[config.mk]
export PLATFORM = sky130hd
export DESIGN_NAME = router_port_arbiter
export DESIGN_NICKNAME = d
export VERILOG_FILES = /design/src/rtl/router_port_arbiter.sv
export SDC_FILE = /design/constraint.sdc
export NUM_CORES = 1
export LEC_CHECK = 0
export CORE_MARGIN = 2
export CORE_UTILIZATION = 31
export CTS_CLUSTER_DIAMETER = 120
export DETAILED_ROUTE_END_ITERATION = 8
export PLACE_DENSITY = 0.53
export SLEW_MARGIN = 25
export SYNTH_ARGS = -nofsm -noshare
export SYNTH_HDL_FRONTEND = slang
export SYNTH_SLANG_ARGS = --single-unit
[constraint.sdc]
create_clock -name clk -period 5.3 [get_ports clk]
set_clock_uncertainty 0.2 [all_clocks]
set_input_delay 1.06 -clock clk [delete_from_list [all_inputs] [get_ports clk]]
set_output_delay 1.06 -clock clk [all_outputs]
set_load 0.005 [all_outputs]
[src/rtl/router_port_arbiter.sv]
// router_port_arbiter
//
// Per-output-port packet arbiter for a 3-port router (x, y, local).
// Each output port is locked to one input for a whole packet (head to
// tail), chosen round-robin among the inputs requesting that port. The
// lock is dropped on tail acceptance, on port failure, or when the owner
// stalls for TIMEOUT consecutive cycles (TIMEOUT = 0 disables this).
//
// Ports:
//   clk, rst_n          clock, asynchronous active-low reset
//   in_valid[2:0]       flit valid per input (0 = x, 1 = y, 2 = local)
//   in_dest[5:0]        2-bit destination per input (01 x, 10 y, 11 local)
//   in_tail[2:0]        current flit is the last of its packet
//   in_ready[2:0]       flit accepted when in_valid & in_ready
//   out_ready[2:0]      downstream of output port p can accept
//   fail[2:0]           output port p unusable
//   sel_x/y/local       registered mux select (01 x, 10 y, 11 local, 00 none)
//   out_valid[2:0]      output port p carries a valid flit this cycle
//   abort[2:0]          one-cycle pulse: lock dropped by fail
//   timeout[2:0]        one-cycle pulse: lock dropped by stall timeout

module router_port_arbiter #(
    parameter int TIMEOUT = 16
) (
    input  logic       clk,
    input  logic       rst_n,
    input  logic [2:0] in_valid,
    input  logic [5:0] in_dest,
    input  logic [2:0] in_tail,
    output logic [2:0] in_ready,
    input  logic [2:0] out_ready,
    input  logic [2:0] fail,
    output logic [1:0] sel_x,
    output logic [1:0] sel_y,
    output logic [1:0] sel_local,
    output logic [2:0] out_valid,
    output logic [2:0] abort,
    output logic [2:0] timeout
);

    // Keep at least one bit so TIMEOUT = 0 still elaborates cleanly.
    localparam int CW = (TIMEOUT > 0) ? $clog2(TIMEOUT + 1) : 1;

    typedef enum logic {
        ST_IDLE = 1'b0,
        ST_BUSY = 1'b1
    } state_t;

    // First requester strictly after the last winner, wrapping x -> y -> local.
    function automatic logic [1:0] rr_pick(input logic [2:0] req, input logic [1:0] last);
        logic [1:0] pick;
        logic [1:0] cand;
        logic       found;
        pick  = last;
        found = 1'b0;
        for (int k = 1; k <= 3; k++) begin
            cand = 2'((int'(last) + k) % 3);
            if (!found && req[cand]) begin
                pick  = cand;
                found = 1'b1;
            end
        end
        return pick;
    endfunction

    logic [2:0] rdy_vec [3];
    logic [1:0] sel_vec [3];

    generate
        for (genvar gi = 0; gi < 3; gi++) begin : g_port
            state_t        state_q, state_d;
            logic [1:0]    owner_q, owner_d;
            logic [1:0]    ptr_q, ptr_d;
            logic [1:0]    sel_q, sel_d;
            logic [CW-1:0] cnt_q, cnt_d;
            logic          abort_q, abort_d;
            logic          tmo_q, tmo_d;
            logic [2:0]    req;
            logic          busy;
            logic          own_ok;
            logic          xfer;

            always_comb begin
                req = 3'b000;
                for (int i = 0; i < 3; i++) begin
                    req[i] = in_valid[i] & (in_dest[2*i +: 2] == 2'(gi + 1));
                end
            end

            assign busy   = (state_q == ST_BUSY);
            // Ready to the owner does not depend on its own valid.
            assign own_ok = busy & out_ready[gi] & ~fail[gi];
            assign xfer   = own_ok & in_valid[owner_q];

            assign rdy_vec[gi]    = own_ok ? (3'b001 << owner_q) : 3'b000;
            assign sel_vec[gi]    = sel_q;
            assign out_valid[gi]  = xfer;
            assign abort[gi]      = abort_q;
            assign timeout[gi]    = tmo_q;

            always_comb begin
                state_d = state_q;
                owner_d = owner_q;
                ptr_d   = ptr_q;
                sel_d   = sel_q;
                cnt_d   = cnt_q;
                abort_d = 1'b0;
                tmo_d   = 1'b0;
                case (state_q)
                    ST_IDLE: begin
                        if (!fail[gi] && (req != 3'b000)) begin
                            state_d = ST_BUSY;
                            owner_d = rr_pick(req, ptr_q);
                            ptr_d   = rr_pick(req, ptr_q);
                            sel_d   = rr_pick(req, ptr_q) + 2'd1;
                            cnt_d   = '0;
                        end
                    end
                    ST_BUSY: begin
                        // Precedence: fail, then tail transfer, then timeout.
                        if (fail[gi]) begin
                            state_d = ST_IDLE;
                            sel_d   = 2'b00;
                            cnt_d   = '0;
                            abort_d = 1'b1;
                        end else if (xfer && in_tail[owner_q]) begin
                            state_d = ST_IDLE;
                            sel_d   = 2'b00;
                            cnt_d   = '0;
                        end else if (xfer) begin
                            cnt_d = '0;
                        end else if ((TIMEOUT != 0) && (int'(cnt_q) == TIMEOUT - 1)) begin
                            state_d = ST_IDLE;
                            sel_d   = 2'b00;
                            cnt_d   = '0;
                            tmo_d   = 1'b1;
                        end else if (cnt_q != {CW{1'b1}}) begin
                            cnt_d = cnt_q + 1'b1;
                        end
                    end
                    default: begin
                        state_d = ST_IDLE;
                        sel_d   = 2'b00;
                    end
                endcase
            end

            always_ff @(posedge clk or negedge rst_n) begin
                if (!rst_n) begin
                    state_q <= ST_IDLE;
                    owner_q <= 2'd0;
                    ptr_q   <= 2'd2;   // local, so x wins the first contest
                    sel_q   <= 2'b00;
                    cnt_q   <= '0;
                    abort_q <= 1'b0;
                    tmo_q   <= 1'b0;
                end else begin
                    state_q <= state_d;
                    owner_q <= owner_d;
                    ptr_q   <= ptr_d;
                    sel_q   <= sel_d;
                    cnt_q   <= cnt_d;
                    abort_q <= abort_d;
                    tmo_q   <= tmo_d;
                end
            end
        end
    endgenerate

    // An input targets a single port, so at most one term is ever set.
    assign in_ready  = rdy_vec[0] | rdy_vec[1] | rdy_vec[2];
    assign sel_x     = sel_vec[0];
    assign sel_y     = sel_vec[1];
    assign sel_local = sel_vec[2];

endmodule

# Word-level counts from Yosys, hierarchy flattened
# Index checks and enable logic that the tools add are counted.
[totals] register_bits=42 out_inout_bits=18 input_bits=20 word_cells=290
[classes] n_reduce_logical=33 bitwise_logic=26 magnitude_cmp=12 eq_ne=27 div=9 mux=144 shifts=3 n_addsub=15
[op_table] cell="$mod 32x3->32 const B" count=9
[op_table] cell="$mux 5" count=18
[op_table] cell="$mux 1" count=69
[op_table] cell="$mux 2" count=30
[op_table] cell="$lt 2x3->1 const B" count=12
[op_table] cell="$bmux 1 s2" count=15
[op_table] cell="$pmux 5 s2" count=3
[op_table] cell="$add 2x2->3 const B" count=6
[op_table] cell="$and 1x1->1" count=18
[op_table] cell="$ne 6x2->1 const B" count=3
[op_table] cell="$add 5x1->5 const B" count=3
[op_table] cell="$eq 5x5->1 const B" count=3
[op_table] cell="$ne 5x5->1 const B" count=3
[op_table] cell="$eq 2x2->1 const B" count=6
[op_table] cell="$logic_and 1x1->1" count=12
[op_table] cell="$ne 4x2->1 const B" count=3
[op_table] cell="$ne 4x3->1 const B" count=3
[op_table] cell="$pmux 2 s2" count=3
[op_table] cell="$reduce_and 2->1" count=6
[op_table] cell="$add 2x1->3 const B" count=3
[op_table] cell="$logic_not 1->1" count=9
[op_table] cell="$mux 3" count=3
[op_table] cell="$reduce_and 3->1" count=3
[op_table] cell="$reduce_bool 3->1" count=3
[op_table] cell="other kinds (7)" count=23

# Logic depth before layout (Yosys ltp)
# Gate-level depths: netlist (run 1).
[depth] word_depth=20 mapped_depth=10 mapped_depth_nobuf=8

# Worst setup path before layout (run 1)
# Ideal clock, no wire load.
[synth_path] kind="input -> output" from="input port in_valid[1]" to="output port out_valid[1]" path_stages=4 required_time_ns=4.040 setup_slack_ns=2.203 path_buffers=2 t_arrival_ns=1.837 cell_sequence="buf_4 mux2_2 a32o_1 buf_4"
[synth_between] elab_chain_cells=3
[synth_rtl] element="start: declaration" line="27" text="input logic [2:0] in_valid,"
[synth_rtl] element="$bmux 1 s2" line="93" text="assign xfer = own_ok & in_valid[owner_q];"
[synth_rtl] element="$mux 1 (implied by the code)" line="93"
[synth_rtl] element="$and 1x1->1" line="93"
[synth_rtl] element="end: declaration" line="36" text="output logic [2:0] out_valid,"
# No other way between the ends. The select of a mux whose other input is x is not followed.

# Final worst setup path (run 1)
[layout_path] from="input port in_valid[2]" to="output port out_valid[0]"
# Same word-level chain as after synthesis.

==> metrics.txt, run 1 <==
# TYPE chip_impl_metric gauge
chip_impl_metric{name="total_switching_power",unit="mW"} 0.542
chip_impl_metric{name="place.gp.congestion",unit=""} 0.809
chip_impl_metric{name="dp_hpwl",unit="um"} 5290
chip_impl_metric{name="cpPeakStageDelay",unit="ns"} 0.77
chip_impl_metric{name="ioPinCount",unit=""} 38
chip_impl_metric{name="cp_data_required_time",unit="ns"} 4.04
chip_impl_info{name="cp-start-kind",value="input port"} 1
chip_impl_info{name="timing.hold.worst_endpoint",value="sel_y[1]$_DFFE_PN0P_"} 1
chip_impl_metric{name="worstSkewPairLatency",unit="ns"} 0.30
chip_impl_info{name="ordered_list_of_cells_on_the_worst_path",value="clkdlybuf4s50_1 -> mux2i_1 -> o21ai_1 -> nand2_1 -> nor2_1 -> clkdlybuf4s50_1"} 1
chip_impl_metric{name="fp.dieArea",unit="sq um"} 10100
chip_impl_metric{name="post-route-min-period",unit="ns"} 4.24
chip_impl_metric{name="grt_pass1_vias",unit=""} 2413
chip_impl_info{name="dominantRegCellSynth",value="dfrtp_1"} 1
chip_impl_metric{name="hold_path_depth",unit=""} 2
chip_impl_metric{name="drc",unit=""} 0
chip_impl_metric{name="syn2layout_area_growth",unit="%"} 16.6
chip_impl_metric{name="drt_first_iter_violations",unit=""} 87
chip_impl_metric{name="placement.cell_area",unit="sq um"} 3290
chip_impl_metric{name="power.share.clock",unit="%"} 16.0
chip_impl_info{name="worstSetupEndpointType",value="output pin"} 1
chip_impl_metric{name="clock_path_buffers",unit=""} 2
chip_impl_metric{name="grt_remaining_overflow",unit=""} 0
chip_impl_metric{name="reg2reg_depth",unit=""} 8
chip_impl_metric{name="timing.fmax",unit="GHz"} 0.236
chip_impl_metric{name="max_cap_violations",unit=""} 0
chip_impl_info{name="worstSetupPathType",value="input port to output pin"} 1
chip_impl_metric{name="clk_pin_slew",unit="ns"} 0.08
chip_impl_metric{name="core_region_area",unit="sq um"} 9150
chip_impl_metric{name="avgRoutedWirePerCell",unit="um"} 15.2
chip_impl_metric{name="total_power",unit="mW"} 1.31
chip_impl_metric{name="dr.pass1.iters",unit=""} 4
chip_impl_metric{name="ys_ff_latch",unit=""} 39
chip_impl_metric{name="dieWidth",unit="um"} 101
chip_impl_metric{name="nFillCells",unit=""} 918
chip_impl_info{name="yosysTopAreaCell",value="dfrtp_1"} 1
chip_impl_metric{name="detail_route.vias_per_cell",unit=""} 5.45
chip_impl_metric{name="antenna_found_initial",unit=""} 0
chip_impl_metric{name="largest_net_degree_at_the_start_of_global_routing",unit=""} 40
chip_impl_metric{name="post-route-period-util",unit="%"} 80.0
chip_impl_info{name="hold_path_class",value="flop to flop"} 1
chip_impl_metric{name="placement_rows",unit=""} 35
chip_impl_metric{name="synth_edf_count",unit=""} 0
chip_impl_metric{name="asyncSetResetFlopFracSynth",unit="%"} 100
chip_impl_metric{name="synth.yosys.seq_area_share",unit="%"} 33.9
chip_impl_metric{name="setup-violations-final",unit=""} 0
chip_impl_metric{name="arrival_time_at_the_worst_endpoint",unit="ns"} 2.98
chip_impl_info{name="unrepaired_setup_endpoints_after_global_routing",value="no"} 1
chip_impl_metric{name="max-vdd-ir-drop",unit="mV"} 0.138
chip_impl_metric{name="cts_num_sinks",unit=""} 39
chip_impl_metric{name="port-buffer-count",unit=""} 37
chip_impl_metric{name="setup_tns",unit="ns"} 0
chip_impl_metric{name="syn_area_per_cell",unit="sq um"} 8.82
chip_impl_metric{name="comb_power_share",unit="%"} 49.6
chip_impl_info{name="cts_tree",value="yes"} 1
chip_impl_info{name="critPathSlowestCell",value="clkdlybuf4s50_1"} 1
chip_impl_metric{name="grt_pass1_wl",unit="um"} 11900
chip_impl_metric{name="reg2reg_slack",unit="ns"} 2.50
chip_impl_metric{name="yosysWarnings",unit=""} 0
chip_impl_metric{name="post-route-cell-area",unit="sq um"} 3380
chip_impl_metric{name="internal-power",unit="mW"} 0.771
chip_impl_metric{name="maxSlewViolCount",unit=""} 0
chip_impl_metric{name="synth_nets",unit=""} 361
chip_impl_metric{name="numCtsBuffers",unit=""} 5
chip_impl_info{name="hp-start",value="sel_y[1]$_DFFE_PN0P_"} 1
chip_impl_metric{name="post_synth_inst_count",unit=""} 328
chip_impl_info{name="root_buffer",value="clkbuf_8"} 1
chip_impl_metric{name="synth_cell_types",unit=""} 68
chip_impl_metric{name="post_detailed_route_count_of_antenna_violating_nets",unit=""} 0
chip_impl_metric{name="drive_above_1_share",unit="%"} 6.48
chip_impl_metric{name="groute.usage.overall",unit="%"} 14.7
chip_impl_metric{name="design.final.nets",unit=""} 387
chip_impl_info{name="critical_path.most_common_cell",value="clkdlybuf4s50_1"} 1
chip_impl_info{name="ys_top_cells_by_area",value="dfrtp_1 (31%), ha_1 (5.6%), o21ai_0 (3.3%)"} 1
chip_impl_metric{name="power_density",unit="nW/um^2"} 389
chip_impl_info{name="run_status",value="finished clean"} 1
chip_impl_metric{name="netSwitchingFraction",unit="%"} 41.3
chip_impl_metric{name="fp.dieH",unit="um"} 101
chip_impl_metric{name="floorplan.initialDensity",unit="%"} 31.6
chip_impl_info{name="r2r_end",value="sel_x[1]$_DFFE_PN0P_"} 1
chip_impl_metric{name="ctsHoldBuffers",unit=""} 0
chip_impl_metric{name="mappedNetlistArea",unit="sq um"} 2890
chip_impl_metric{name="number_of_diodes",unit=""} 0
chip_impl_metric{name="synth.top_cell.area_share",unit="%"} 31.1
chip_impl_metric{name="post-cts-setup-buffer-count",unit=""} 0
chip_impl_metric{name="tightest_slew",unit="ns"} 0.512
chip_impl_info{name="r2r_start",value="g_port[0].owner_q[0]$_DFFE_PN0P_"} 1
chip_impl_metric{name="finalHoldViolations",unit=""} 0
chip_impl_metric{name="dr_total_vias",unit=""} 2541
chip_impl_metric{name="timing.slew.headroom",unit="%"} 65.4
chip_impl_metric{name="count_of_cells_resized_by_post_cts_repair",unit=""} 0
chip_impl_metric{name="timing.critical_path.fanout_max",unit=""} 12
chip_impl_metric{name="drt-total-wl",unit="um"} 7100
chip_impl_metric{name="cts_max_level",unit=""} 2
chip_impl_metric{name="power_frac_seq",unit="%"} 34.3
chip_impl_metric{name="leakagePower",unit="nW"} 1.35
[cell usage after synthesis (7+ instances only)]
master	number
ha_1	13
nor2_1	24
mux2i_1	7
nand3_1	12
nand2_1	23
dfrtp_1	36
nand2b_1	13
buf_4	10
o21ai_0	19
nor3_1	7
nand3b_1	7
a21oi_1	18
inv_1	16
[metrics by stage]
stage               hold slack, ns  util, %  setup WS [ns]  std cells
floorplan                    0.272        -           2.20        328
global placement             0.265     35.9           1.12        458
detailed placement           0.276     35.9           1.03        458
CTS                          0.296     36.9           1.05        466
global route                 0.322     36.9          0.955        466
finish                       0.291     36.9           1.06        466
[layer usage]
| metal | up-vias | global-route usage, % | routed length (um) |
|---|---|---|---|
| li1 | 1258 | - | - |
| met1 | 1222 | 21.5 | 3710 |
| met2 | 50 | 22.1 | 3000 |
| met3 | 11 | 2.84 | 277 |
| met4 | 0 | 4.21 | 112 |
| met5 | - | 0 | 0 |
[cell usage in the layout, fill, tap and decap left out, types with 3 or more instances in the layout]
master and instances:
nor2b_1 4, a31oi_1 6, nor2_1 24, o21ai_0 19
mux2i_1 7, and2_1 6, ha_1 13, o21a_1 3
o22ai_1 4, o211ai_1 3, a21oi_1 18, nand4b_1 6
clkdlybuf4s50_1 36, nand4_1 3, nand2b_1 13, nor3b_1 3
clkbuf_8 5, nand3b_1 7, o2bb2ai_1 4, o21ai_1 5
dfrtp_1 36, dfstp_2 3, nand3_1 12, nand4bb_1 3
a21o_1 6, nor3_1 7, mux2_2 3, nand2_1 23
a211oi_1 5, inv_1 16
[worst max-delay path by stage]
stage,slack [ns],endpoint,depth (start not counted),from
2_1_floorplan,2.20,out_valid[1],4,in_valid[1]
3_3_place_gp,1.12,out_valid[0],6,in_valid[2]
3_5_place_dp,1.03,out_valid[0],6,in_valid[2]
4_1_cts,1.05,out_valid[0],6,in_valid[2]
5_1_grt,0.96,out_valid[0],6,in_valid[2]
6_report,1.06,out_valid[0],6,in_valid[2]
[cell type report]
type                            instances  area, sq um  share of cell area [%]
Clock buffer                            6         72.6                    2.15
Tap cell                              111          139                    4.11
Sequential cell                        39          980                    29.0
Clock inverter                          2         12.5                   0.371
Multi-Input combinational cell        255         1740                    51.7
Timing Repair Buffer                   37          368                    10.9
Inverter                               16         60.1                    1.78
[power groups by stage]
stage	Combinational (mW)	Sequential, mW	Clock, mW
3_3_place_gp	0.644	0.455	0
6_report	0.651	0.450	0.211
5_1_grt	0.721	0.465	0.233
4_1_cts	0.653	0.450	0.219
2_1_floorplan	0.509	0.413	0
3_5_place_dp	0.650	0.456	0
[cell families (layout without fill, tap and decap cells)]
kind of cell / count (synthesis) / after routing / share of synthesized area, %
multiplexers: 12 / 12 / 4.37
adder cells (fa/ha/maj): 13 / 13 / 5.62
flip-flops: 39 / 39 / 33.9
AND/OR/NAND/NOR: 126 / 126 / 24.7
buffers and inverters: 34 / 61 / 5.88
XOR/XNOR: 3 / 3 / 0.908
AO/OA/AOI/OAI: 101 / 101 / 24.6
[critical path: cells and delay by family]
kind | cells | cell delay, ns
buffers and inverters | 2 | 1.28
AOI/OAI and AO/OA | 1 | 0.14
muxes | 1 | 0.14
and+or+nand+nor | 2 | 0.35
[state kept, by name (all words and copies together), names as in the netlist]
name            count
sel_local           2
g_port.owner_q      6
g_port.busy         3
sel_x               2
g_port.abort_q      3
g_port.cnt_q       15
sel_y               2
g_port.tmo_q        3
g_port.ptr_q        3
Note: power is estimated with default switching activity, not from simulation.
==> run 2: changes to the inputs <==
--- a/config.mk
+++ b/config.mk
@@ -9,7 +9,7 @@
 export CORE_UTILIZATION = 31
 export CTS_CLUSTER_DIAMETER = 120
 export DETAILED_ROUTE_END_ITERATION = 8
-export PLACE_DENSITY = 0.53
+export PLACE_DENSITY = 0.55
 export SLEW_MARGIN = 25
 export SYNTH_ARGS = -nofsm -noshare
 export SYNTH_HDL_FRONTEND = slang
==> constraint.sdc (replaced) <==
create_clock -name clk -period 3.6 [get_ports clk]
set_clock_uncertainty 0.2 [all_clocks]
set_input_delay 0.72 -clock clk [delete_from_list [all_inputs] [get_ports clk]]
set_output_delay 0.72 -clock clk [all_outputs]
set_load 0.005 [all_outputs]
==> run 2 against run 1 <==
Against the previous run: worst setup slack worse by 0.86 ns; power grew 53%; routed wire length decreased by 2.6%; final cell count increased by 0.86%; register-to-register slack got worse by 1.7 ns; global-route usage rose by 0.054 points; highest routed layer unchanged; count of clock-buffer cells in the layout fell by 1.
==> metrics.txt, run 2 (synthesis results as in run 1) <==
# TYPE chip_impl_metric gauge
chip_impl_metric{name="drive_above_1_share",unit="%"} 8.08
chip_impl_metric{name="max-vdd-ir-drop",unit="mV"} 0.230
chip_impl_info{name="cp-start-kind",value="input port"} 1
chip_impl_metric{name="finalHoldViolations",unit=""} 0
chip_impl_metric{name="post-route-period-util",unit="%"} 94.3
chip_impl_info{name="highest-signal-layer",value="met4"} 1
chip_impl_metric{name="port-buffer-count",unit=""} 37
chip_impl_metric{name="core_region_area",unit="sq um"} 9150
chip_impl_metric{name="cts_max_level",unit=""} 2
chip_impl_metric{name="wirelength_met1",unit="um"} 3440
chip_impl_metric{name="antenna_found_initial",unit=""} 0
chip_impl_metric{name="dr_total_vias",unit=""} 2538
chip_impl_metric{name="timing.fmax",unit="GHz"} 0.294
chip_impl_metric{name="tightest_slew",unit="ns"} 0.530
chip_impl_metric{name="worstSkewPairLatency",unit="ns"} 0.29
chip_impl_info{name="worstSetupPathType",value="input port to output pin"} 1
chip_impl_metric{name="cts_num_sinks",unit=""} 39
chip_impl_metric{name="post-route-worst-setup-slack",unit="ns"} 0.203
chip_impl_metric{name="post_detailed_route_count_of_antenna_violating_nets",unit=""} 0
chip_impl_metric{name="ctsHoldBuffers",unit=""} 0
chip_impl_metric{name="cp_data_required_time",unit="ns"} 2.68
chip_impl_metric{name="numCtsBuffers",unit=""} 5
chip_impl_metric{name="largest_net_degree_at_the_start_of_global_routing",unit=""} 40
chip_impl_metric{name="ioPinCount",unit=""} 38
chip_impl_metric{name="grt_remaining_overflow",unit=""} 0
chip_impl_info{name="path_delay_family",value="buffers and inverters"} 1
chip_impl_metric{name="dr.pass1.iters",unit=""} 4
chip_impl_info{name="hold_path_class",value="input port to async pin"} 1
chip_impl_metric{name="largest_reg_flops",unit=""} 15
chip_impl_metric{name="maxSlewViolCount",unit=""} 0
chip_impl_metric{name="syn2layout_area_growth",unit="%"} 18.9
chip_impl_metric{name="placement_rows",unit=""} 35
chip_impl_metric{name="setup_tns",unit="ns"} 0
chip_impl_metric{name="detail_route.vias_per_cell",unit=""} 5.40
chip_impl_metric{name="floorplan.initialDensity",unit="%"} 31.6
chip_impl_info{name="largest_registers",value="g_port.cnt_q x15, g_port.owner_q x6"} 1
chip_impl_info{name="unrepaired_setup_endpoints_after_global_routing",value="no"} 1
chip_impl_metric{name="fp.dieH",unit="um"} 101
chip_impl_metric{name="timing.critical_path.fanout_max",unit=""} 5
chip_impl_metric{name="cp_num_buf_inv",unit=""} 2
chip_impl_metric{name="place.gp.congestion",unit=""} 0.878
chip_impl_metric{name="fin_cells",unit=""} 470
chip_impl_info{name="root_buffer",value="clkbuf_8"} 1
chip_impl_metric{name="timing.slew.headroom",unit="%"} 64.4
chip_impl_info{name="highest_count_cells_in_the_layout_ignoring_fill_and_taps",value="dfrtp_1 (36), clkdlybuf4s50_1 (36), nor2_1 (24), nand2_1 (23), o21ai_0 (19)"} 1
chip_impl_metric{name="reg2reg_depth",unit=""} 8
chip_impl_metric{name="hold_slack",unit="ns"} 0.199
chip_impl_metric{name="setup-violations-final",unit=""} 0
chip_impl_metric{name="final_core_utilization",unit="%"} 37.6
chip_impl_metric{name="nFillCells",unit=""} 929
chip_impl_metric{name="max_cap_violations",unit=""} 0
chip_impl_info{name="ordered_list_of_cells_on_the_worst_path",value="clkdlybuf4s50_1 -> nor2b_1 -> nand2_1 -> nor3_1 -> a221o_1 -> clkdlybuf4s50_1"} 1
chip_impl_metric{name="post-place-ws",unit="ns"} 0.165
chip_impl_metric{name="arrival_time_at_the_worst_endpoint",unit="ns"} 2.48
chip_impl_metric{name="power_density",unit="nW/um^2"} 582
chip_impl_metric{name="groute.usage.overall",unit="%"} 14.8
chip_impl_metric{name="dp_hpwl",unit="um"} 5240
chip_impl_metric{name="post-route-min-period",unit="ns"} 3.40
chip_impl_metric{name="drc",unit=""} 0
chip_impl_metric{name="wl_met2",unit="um"} 3090
chip_impl_metric{name="fp.dieArea",unit="sq um"} 10100
chip_impl_info{name="critPathSlowestCell",value="clkdlybuf4s50_1"} 1
chip_impl_metric{name="design.final.nets",unit=""} 391
chip_impl_metric{name="grt_pass1_wl",unit="um"} 12200
chip_impl_info{name="run_status",value="finished clean"} 1
chip_impl_info{name="cts_tree",value="yes"} 1
chip_impl_metric{name="dr_wl_met3",unit="um"} 282
chip_impl_metric{name="numPlacedInstances",unit=""} 462
chip_impl_metric{name="number_of_diodes",unit=""} 0
chip_impl_metric{name="cpPeakStageDelay",unit="ns"} 0.50
chip_impl_metric{name="leakagePower",unit="nW"} 1.39
chip_impl_metric{name="critical_path_depth",unit=""} 6
chip_impl_info{name="largest-register",value="g_port.cnt_q"} 1
chip_impl_metric{name="clock_path_buffers",unit=""} 2
chip_impl_info{name="critical_path.most_common_cell",value="clkdlybuf4s50_1"} 1
chip_impl_metric{name="avgRoutedWirePerCell",unit="um"} 14.7
chip_impl_metric{name="clk_pin_slew",unit="ns"} 0.08
chip_impl_info{name="worstSetupEndpointType",value="output pin"} 1
chip_impl_metric{name="dieWidth",unit="um"} 101
chip_impl_metric{name="drt_first_iter_violations",unit=""} 110
chip_impl_metric{name="grt_pass1_vias",unit=""} 2628
chip_impl_metric{name="drt-total-wl",unit="um"} 6910
-- run 2: per-stage QoR --
stage / area [sq um] / power [mW]
2_1_floorplan: 2890 / 1.36
3_3_place_gp: 3320 / 1.62
3_5_place_dp: 3320 / 1.63
4_1_cts: 3430 / 2.02
5_1_grt: 3440 / 2.18
6_report: 3440 / 2.00
-- run 2: power by group --
| group | switching (mW) | leakage [nW] | total, mW | internal [mW] |
|---|---|---|---|---|
| combinational | 0.494 | 0.818 | 0.965 | 0.471 |
| clock | 0.171 | 0.0581 | 0.378 | 0.207 |
| sequential | 0.125 | 0.516 | 0.660 | 0.535 |
-- run 2: routing by layer --
metal	vias up	track usage, %
met1	1201	20.3
met4	0	4.11
met3	8	2.70
li1	1272	-
met5	-	0
met2	57	23.8
-- run 2: what timing repair did --
action / CTS / global route
setup buffers: 0 / 0
gates resized for setup: 0 / 2
endpoints found under the setup margin: 0 / 2
-- run 2: cell type report --
| class | count | area (sq um) | area share, % |
|---|---|---|---|
| clock buffers | 5 | 68.8 | 2.00 |
| clock inverters | 3 | 43.8 | 1.27 |
| inverters | 16 | 60.1 | 1.75 |
| multi-input cells | 255 | 1750 | 50.9 |
| flip-flops and latches | 39 | 980 | 28.5 |
| well taps | 111 | 139 | 4.04 |
| repair buffers | 41 | 398 | 11.6 |
-- run 2: path summary, 6_finish.rpt --
path | end | slack [ns] | start
min in group clk | sel_x[0]$_DFFE_PN0P_ | 0.28 | sel_x[0]$_DFFE_PN0P_
setup reg to reg | sel_x[1]$_DFFE_PN0P_ | 0.83 | g_port[0].owner_q[0]$_DFFE_PN0P_
setup / recovery | in_ready[0] | 0.20 | fail[0]
hold reg to reg | sel_x[0]$_DFFE_PN0P_ | 0.28 | sel_x[0]$_DFFE_PN0P_
hold / removal | g_port[0].abort_q$_DFF_PN0_ | 0.20 | rst_n
max in group asynchronous | g_port[2].ptr_q[1]$_DFFE_PN1P_ | 2.63 | rst_n
